===== src/rtl/pb_cond_pkg.sv =====
// Shared definitions for the push-button conditioning stage.
//   - Button index map for the mode-select and limit-control buttons.
//   - Types for the pattern-select and divider-limit values.
//   - Default limit reset, step and saturation values.
package pb_cond_pkg;

  // Signed ints so that descending loops over the mode range terminate.
  localparam int PB_MODE_LO = 0;
  localparam int PB_MODE_HI = 7;
  localparam int PB_LIM_INC = 8;
  localparam int PB_LIM_DEC = 11;

  typedef logic [2:0] mode_t;
  typedef logic [7:0] lim_t;

  localparam lim_t LIM_RESET_DEF = 8'd2;
  localparam lim_t LIM_STEP_DEF  = 8'd2;
  localparam lim_t LIM_MAX_DEF   = 8'd20;

endpackage


===== src/rtl/pb_debounce.sv =====
// Single-button conditioner: two-flop synchronizer, debounce counter and press pulse.
// Ports:
//   clk_i    system clock
//   rst_ni   synchronous active-low reset
//   pb_i     raw asynchronous button line
//   level_o  debounced level, changes after DB_CYCLES consecutive differing samples
//   press_o  one-cycle pulse in the first cycle level_o reads 1
module pb_debounce #(
  parameter int unsigned DB_CYCLES = 3
) (
  input  logic clk_i,
  input  logic rst_ni,
  input  logic pb_i,
  output logic level_o,
  output logic press_o
);

  localparam int unsigned CntW = $clog2(DB_CYCLES + 1);
  localparam logic [CntW-1:0] CntLast = CntW'(DB_CYCLES - 1);

  logic            s1_q, s2_q;
  logic            level_q, level_d;
  logic            press_q, press_d;
  logic [CntW-1:0] cnt_q, cnt_d;

  always_comb begin
    level_d = level_q;
    cnt_d   = cnt_q;
    press_d = 1'b0;
    if (s2_q == level_q) begin
      cnt_d = '0;
    end else if (cnt_q == CntLast) begin
      level_d = s2_q;
      cnt_d   = '0;
      // Pulse lands in the same cycle the new high level becomes visible.
      press_d = s2_q;
    end else begin
      cnt_d = cnt_q + CntW'(1);
    end
  end

  always_ff @(posedge clk_i) begin
    if (!rst_ni) begin
      s1_q    <= 1'b0;
      s2_q    <= 1'b0;
      level_q <= 1'b0;
      press_q <= 1'b0;
      cnt_q   <= '0;
    end else begin
      s1_q    <= pb_i;
      s2_q    <= s1_q;
      level_q <= level_d;
      press_q <= press_d;
      cnt_q   <= cnt_d;
    end
  end

  assign level_o = level_q;
  assign press_o = press_q;

endmodule


===== src/rtl/pb_conditioner.sv =====
// Push-button input conditioner feeding the idle-animation logic.
// Synchronizes and debounces every button, then turns presses into a 3-bit pattern select
// and an 8-bit saturating clock-divider limit.
// Ports:
//   hz100        system clock
//   reset        synchronous active-low reset
//   pb           raw asynchronous button lines
//   pb_level     debounced button levels
//   pb_press     one-cycle pulse on each debounced 0->1 transition
//   mode         selected animation pattern (lowest pressed of pb[7:0])
//   mode_strobe  one-cycle pulse when mode is written
//   lim          divider limit, stepped up by pb[8] and down by pb[11]
//   lim_strobe   one-cycle pulse when lim changes value
// Build option:
//   AUTOREPEAT_EN  holding pb[8]/pb[11] generates repeated inc/dec events
module pb_conditioner
  import pb_cond_pkg::*;
#(
  parameter int unsigned NUM_PB        = 21,
  parameter int unsigned DB_CYCLES     = 3,
  parameter lim_t        LIM_RESET     = LIM_RESET_DEF,
  parameter lim_t        LIM_STEP      = LIM_STEP_DEF,
  parameter lim_t        LIM_MAX       = LIM_MAX_DEF,
  parameter int unsigned REPEAT_DELAY  = 50,
  parameter int unsigned REPEAT_PERIOD = 10
) (
  input  logic              hz100,
  input  logic              reset,
  input  logic [NUM_PB-1:0] pb,
  output logic [NUM_PB-1:0] pb_level,
  output logic [NUM_PB-1:0] pb_press,
  output mode_t             mode,
  output logic              mode_strobe,
  output lim_t              lim,
  output logic              lim_strobe
);

  // Largest lim that can still take a full step without passing LIM_MAX.
  localparam lim_t LimIncTop = LIM_MAX - LIM_STEP;

  // Per-button synchronizer and debouncer.
  for (genvar g = 0; g < NUM_PB; g++) begin : g_pb
    pb_debounce #(
      .DB_CYCLES(DB_CYCLES)
    ) u_debounce (
      .clk_i  (hz100),
      .rst_ni (reset),
      .pb_i   (pb[g]),
      .level_o(pb_level[g]),
      .press_o(pb_press[g])
    );
  end

  // Repeat events for {dec, inc}.
  logic [1:0] rep_fire;

`ifdef AUTOREPEAT_EN
  localparam int unsigned HoldMax = (REPEAT_DELAY > REPEAT_PERIOD) ? REPEAT_DELAY : REPEAT_PERIOD;
  localparam int unsigned HoldW   = $clog2(HoldMax + 1);
  localparam logic [HoldW-1:0] HoldDelay  = HoldW'(REPEAT_DELAY);
  localparam logic [HoldW-1:0] HoldPeriod = HoldW'(REPEAT_PERIOD);

  logic [1:0]            rep_level, rep_press;
  logic [1:0]            started_q, started_d;
  logic [1:0][HoldW-1:0] hold_q, hold_d;

  assign rep_level = {pb_level[PB_LIM_DEC], pb_level[PB_LIM_INC]};
  assign rep_press = {pb_press[PB_LIM_DEC], pb_press[PB_LIM_INC]};

  // hold_q counts cycles since the press (or since the last repeat); zero means idle.
  // started_q selects the initial delay versus the steady repeat period.
  always_comb begin
    rep_fire  = '0;
    hold_d    = hold_q;
    started_d = started_q;
    for (int b = 0; b < 2; b++) begin
      rep_fire[b] = rep_level[b] && (hold_q[b] == (started_q[b] ? HoldPeriod : HoldDelay));
      if (!rep_level[b]) begin
        hold_d[b]    = '0;
        started_d[b] = 1'b0;
      end else if (rep_press[b]) begin
        hold_d[b]    = HoldW'(1);
        started_d[b] = 1'b0;
      end else if (rep_fire[b]) begin
        hold_d[b]    = HoldW'(1);
        started_d[b] = 1'b1;
      end else if (hold_q[b] != '0) begin
        hold_d[b] = hold_q[b] + HoldW'(1);
      end
    end
  end

  always_ff @(posedge hz100) begin
    if (!reset) begin
      hold_q    <= '0;
      started_q <= '0;
    end else begin
      hold_q    <= hold_d;
      started_q <= started_d;
    end
  end
`else
  logic unused_repeat;
  assign unused_repeat = ^{REPEAT_DELAY, REPEAT_PERIOD};
  assign rep_fire      = '0;
`endif

  logic  inc, dec;
  mode_t mode_q, mode_d;
  logic  mode_strobe_q, mode_strobe_d;
  lim_t  lim_q, lim_d;
  logic  lim_strobe_q, lim_strobe_d;

  assign inc = pb_press[PB_LIM_INC] | rep_fire[0];
  assign dec = pb_press[PB_LIM_DEC] | rep_fire[1];

  // Priority encoder: descending scan so the lowest pressed index wins.
  always_comb begin
    mode_d        = mode_q;
    mode_strobe_d = 1'b0;
    for (int i = PB_MODE_HI; i >= PB_MODE_LO; i--) begin
      if (pb_press[i]) begin
        mode_d        = mode_t'(i);
        mode_strobe_d = 1'b1;
      end
    end
  end

  // Saturating step; simultaneous inc and dec cancel.
  always_comb begin
    lim_d = lim_q;
    if (inc && !dec) begin
      lim_d = (lim_q > LimIncTop) ? LIM_MAX : lim_q + LIM_STEP;
    end else if (dec && !inc) begin
      lim_d = (lim_q < LIM_STEP) ? '0 : lim_q - LIM_STEP;
    end
    lim_strobe_d = (lim_d != lim_q);
  end

  always_ff @(posedge hz100) begin
    if (!reset) begin
      mode_q        <= '0;
      mode_strobe_q <= 1'b0;
      lim_q         <= LIM_RESET;
      lim_strobe_q  <= 1'b0;
    end else begin
      mode_q        <= mode_d;
      mode_strobe_q <= mode_strobe_d;
      lim_q         <= lim_d;
      lim_strobe_q  <= lim_strobe_d;
    end
  end

  assign mode        = mode_q;
  assign mode_strobe = mode_strobe_q;
  assign lim         = lim_q;
  assign lim_strobe  = lim_strobe_q;

endmodule

===== config.mk =====
export PLATFORM = sky130hd
export DESIGN_NAME = pb_conditioner
export DESIGN_NICKNAME = d
export VERILOG_FILES = /design/src/rtl/pb_cond_pkg.sv /design/src/rtl/pb_debounce.sv /design/src/rtl/pb_conditioner.sv
export SDC_FILE = /design/constraint.sdc
export NUM_CORES = 1
export LEC_CHECK = 0
export BUFFER_PORTS_ARGS = -buffer_cell sky130_fd_sc_hd__buf_2
export CAP_MARGIN = 20
export CORE_MARGIN = 1.5
export CORE_UTILIZATION = 60
export DETAILED_ROUTE_END_ITERATION = 16
export GPL_TIMING_DRIVEN = 0
export PLACE_DENSITY = 0.91
export SLEW_MARGIN = 20
export SYNTH_ARGS = -nofsm -noshare
export SYNTH_HDL_FRONTEND = slang
export SYNTH_SLANG_ARGS = --single-unit
export TNS_END_PERCENT = 20

===== constraint.sdc =====
create_clock -name hz100 -period 3.2 [get_ports hz100]
set_clock_uncertainty 0.1 [all_clocks]
set_input_delay 0.16 -clock hz100 [delete_from_list [all_inputs] [get_ports hz100]]
set_output_delay 0.16 -clock hz100 [all_outputs]
set_load 0.03 [all_outputs]

==> results.md <==
* Outcome: finished clean
* Maximum single-stage delay on the critical path at 0.55 ns
* Share of total power consumed by net switching at 22.22%
* Number of post-CTS setup repair buffers at 0
* Static Leakage at 3.093 nW
* Ratio of cells with drive above 1 in the final layout at 25.23%
* Critical path fanouts, max at 9
* Type of element capturing the critical path: flip-flop
* Class of the most critical setup path: reg -> reg
* Standard-cell rows at 34
* Final core occ at 77.19%
* Largest cells by area after synthesis: sky130_fd_sc_hd__dfxtp_1, sky130_fd_sc_hd__buf_4, sky130_fd_sc_hd__ha_1, sky130_fd_sc_hd__and2_1, sky130_fd_sc_hd__mux2i_1
* Max-cap check violation count at 0
* Switching pwr at 0.8495 mW
* CP Data Arrival Time at 2.21 ns
* Netlist area before placement at 0.005343 sq mm
* Ports placed on the boundary at 78
* Post-detail-place hpwl at 6657 um
* Number of buffers added by the clock tree synthesis step at 17
* Proportion of power drawn by the clock network at 50.4%
* Starting density of the core at 61.56%
* Post-synthesis cell type count at 44
* Max Root-Sink Buffers at 2
* Slew at the pin with the worst max-slew slack at 0.5579 ns
* Fraction of registers with async set/reset at 0%
* Number of buffer cells added on primary ports at 76
* Post-Syn Instances at 509
* RSZ-0062 raised after global routing: false
* Sequential share of power at 46.6%
* Final period utilization at 59.51%
* Die ar. at 0.009479 sq mm
* Routability congestion estimate from global placement at 0.8449
* Clock sink total at 139
* Area added between synthesis and finish at 25.39%
* Final Hold Fails at 0
* Setup Slack @ Placement at 1.362 ns
* First-pass GRT wire length at 17,810 um
* Highest clock frequency the design can meet at 525.1 MHz
* Ys Warns at 0
* Antenna Diode Count at 0
* Top-area cell type share of the netlist area at 52.08%
* Setup Total Neg Slack at 0 ns
* Clock Root Buffer: sky130_fd_sc_hd__clkbuf_8
* Most used standard cell by instance count after synthesis: sky130_fd_sc_hd__dfxtp_1
* Width of the die at 97.36 um
* Worst Hold Class: in -> reg
* Latest clock arrival within the worst-skew pair at 0.52 ns
* Net count, final at 675
* Global-route usage over all layers at 23.81%
* Ordered list of cells on the worst path: inv_1 -> ha_1 -> a22o_1 -> or3b_1 -> a21oi_1 -> o31a_1
* Number of synthesized flops with an enable pin at 0
* Fraction of the yosys area taken by sequential cells at 52.08%
* Clk pin slew, worst setup/hold paths at 0.06 ns
* Average cell area after synthesis at 10.50 sq um
* # fillers at 525
* Count of final max-slew check failures at 0
* Die boundary height at 97.36 um
* Internal power summed over all cells at 2.974 mW
* Worst Setup Slack, final at 1.296 ns
* Largest net degree at the start of global routing at 17
* Detail-routed net length per standard cell at 14.38 um
* Commonest cells in the netlist: sky130_fd_sc_hd__dfxtp_1, sky130_fd_sc_hd__nor2_1, sky130_fd_sc_hd__buf_4, sky130_fd_sc_hd__and2_1, sky130_fd_sc_hd__inv_1
* Sum of overflow across all layers after global routing at 0
* Final min period at 1.904 ns
* TritonCTS clock tree: built
* Post-CTS Hold Fix Bufs at 25
* Yosys top cell by area: sky130_fd_sc_hd__dfxtp_1
* Critical Path Slowest Stage Cell: sky130_fd_sc_hd__dfxtp_1
* Count of cells resized by post-cts repair at 0
* Ratio of total power to cell area at 570.8 mW/mm^2
* Detailed-route via count at 3,775
* Flip-flop cell with the highest count after synthesis: sky130_fd_sc_hd__dfxtp_1
* Core Area at 0.008678 sq mm
* Number of cell instances on the worst register-to-register path at 6
* Worst slew margin relative to its limit at 62.81%
* Vias in the first global route at 3,860
* Worst vdd rail ir drop at 0.4637 mV
* Number of detailed-routing iterations run before antenna repair at 4
* Antenna violations before repair at 0
* Syn Nets at 555
* CP startpoint kind: flip-flop
* Vias per cell at 5.033
* Post-synthesis register bit count at 139
* Final-report setup violation count at 0
* Drt initial violations at 137
* Residual DRC count at 0
* DRT Wirelength at 10,790 um
* Worst Hold Depth at 2
* Share of power burned in combinational logic at 3.0%
* Critical path required time at 3.51 ns
* CTS H-tree lvls at 4
* Routed Antenna Nets at 0
power by group through the flow:
stage	clock, mW	combinational (mW)	sequential (mW)
final	1.93	0.116	1.78
after global routing	2.04	0.129	1.78
after CTS	1.95	0.116	1.78
after detailed placement	0	0.0892	1.82
after global placement	0	0.0847	1.82
after floorplan	0	0.0575	1.81
sequential cells by signal, summed over array words and instances, names as in the netlist:
| signal | count |
|---|---|
| mode | 3 |
| lim_strobe | 1 |
| mode_strobe | 1 |
| g_pb.u_debounce.s2_q | 21 |
| g_pb.u_debounce.level_o | 21 |
| g_pb.u_debounce.s1_q | 21 |
| g_pb.u_debounce.cnt_q | 42 |
| lim | 8 |
| g_pb.u_debounce.press_o | 21 |
placed cells by master, fill, tap and decap left out, types with 22 or more instances in the layout:
cell                            synthesis  layout
sky130_fd_sc_hd__nor2_1                56      56
sky130_fd_sc_hd__mux2i_1               22      22
sky130_fd_sc_hd__inv_1                 25      25
sky130_fd_sc_hd__nor2b_1               22      22
sky130_fd_sc_hd__dlygate4sd3_1          0      25
sky130_fd_sc_hd__buf_4                 44      44
sky130_fd_sc_hd__and2_1                42      42
sky130_fd_sc_hd__ha_1                  23      23
sky130_fd_sc_hd__buf_2                  1      77
sky130_fd_sc_hd__dfxtp_1              139     139
critical path, delay by kind of cell (launching register included):
kind	cells	cell delay [ns]
flops	1	0.55
fa+ha+maj	1	0.25
simple gates	1	0.18
buf+inv	1	0.12
compound gates	3	0.61
through the flow:
step	hold WS, ns	area (sq um)	instances	power (mW)
detailed placement	0.2681	5858	693	1.908
global placement	0.2644	5858	693	1.901
CTS	0.02103	6699	750	3.843
global route	0.01766	6699	750	3.948
finish	0.02245	6699	750	3.824
floorplan	0.1873	5343	509	1.872
layout make-up:
type                            count  area (sq um)  area share (%)
Multi-Input combinational cell    286          2062           30.78
Clock inverter                     14         162.7           2.428
Tap cell                          108         135.1           2.017
Inverter                           25         93.84           1.401
Buffer                             59         404.1           6.033
Clock buffer                       18         427.9           6.388
Timing Repair Buffer              101         630.6           9.414
Sequential cell                   139          2783           41.54
logic make-up after synthesis:
family                   count (synthesis)  share of synthesized area, %
adder cells (fa/ha/maj)                 23                         5.386
flip-flops                             139                         52.08
XOR/XNOR                                23                         3.771
AO/OA/AOI/OAI                           27                         3.302
buffers and inverters                   84                         9.321
AND/OR/NAND/NOR                        191                         22.01
multiplexers                            22                         4.122
layer usage:
layer / vias up / part of all wire, % / global-route usage [%]
met5: - / 0 / 0
met4: 0 / 2.0 / 9.780
met3: 24 / 4.6 / 6.403
met2: 112 / 52 / 42.25
met1: 1749 / 42 / 26.94
li1: 1890 / - / -
final timing paths:
| path | slack [ns] | start | to |
|---|---|---|---|
| setup reg to reg | 1.30 | lim[1] | lim_strobe |
| hold reg to reg | 0.31 | g_pb[14].u_debounce.cnt_q[0] | g_pb[14].u_debounce.cnt_q[0] |
| hold / removal | 0.02 | reset | g_pb[9].u_debounce.level_o |
| setup / recovery | 1.30 | lim[1] | lim_strobe |
(Power assumes the default switching activity.)
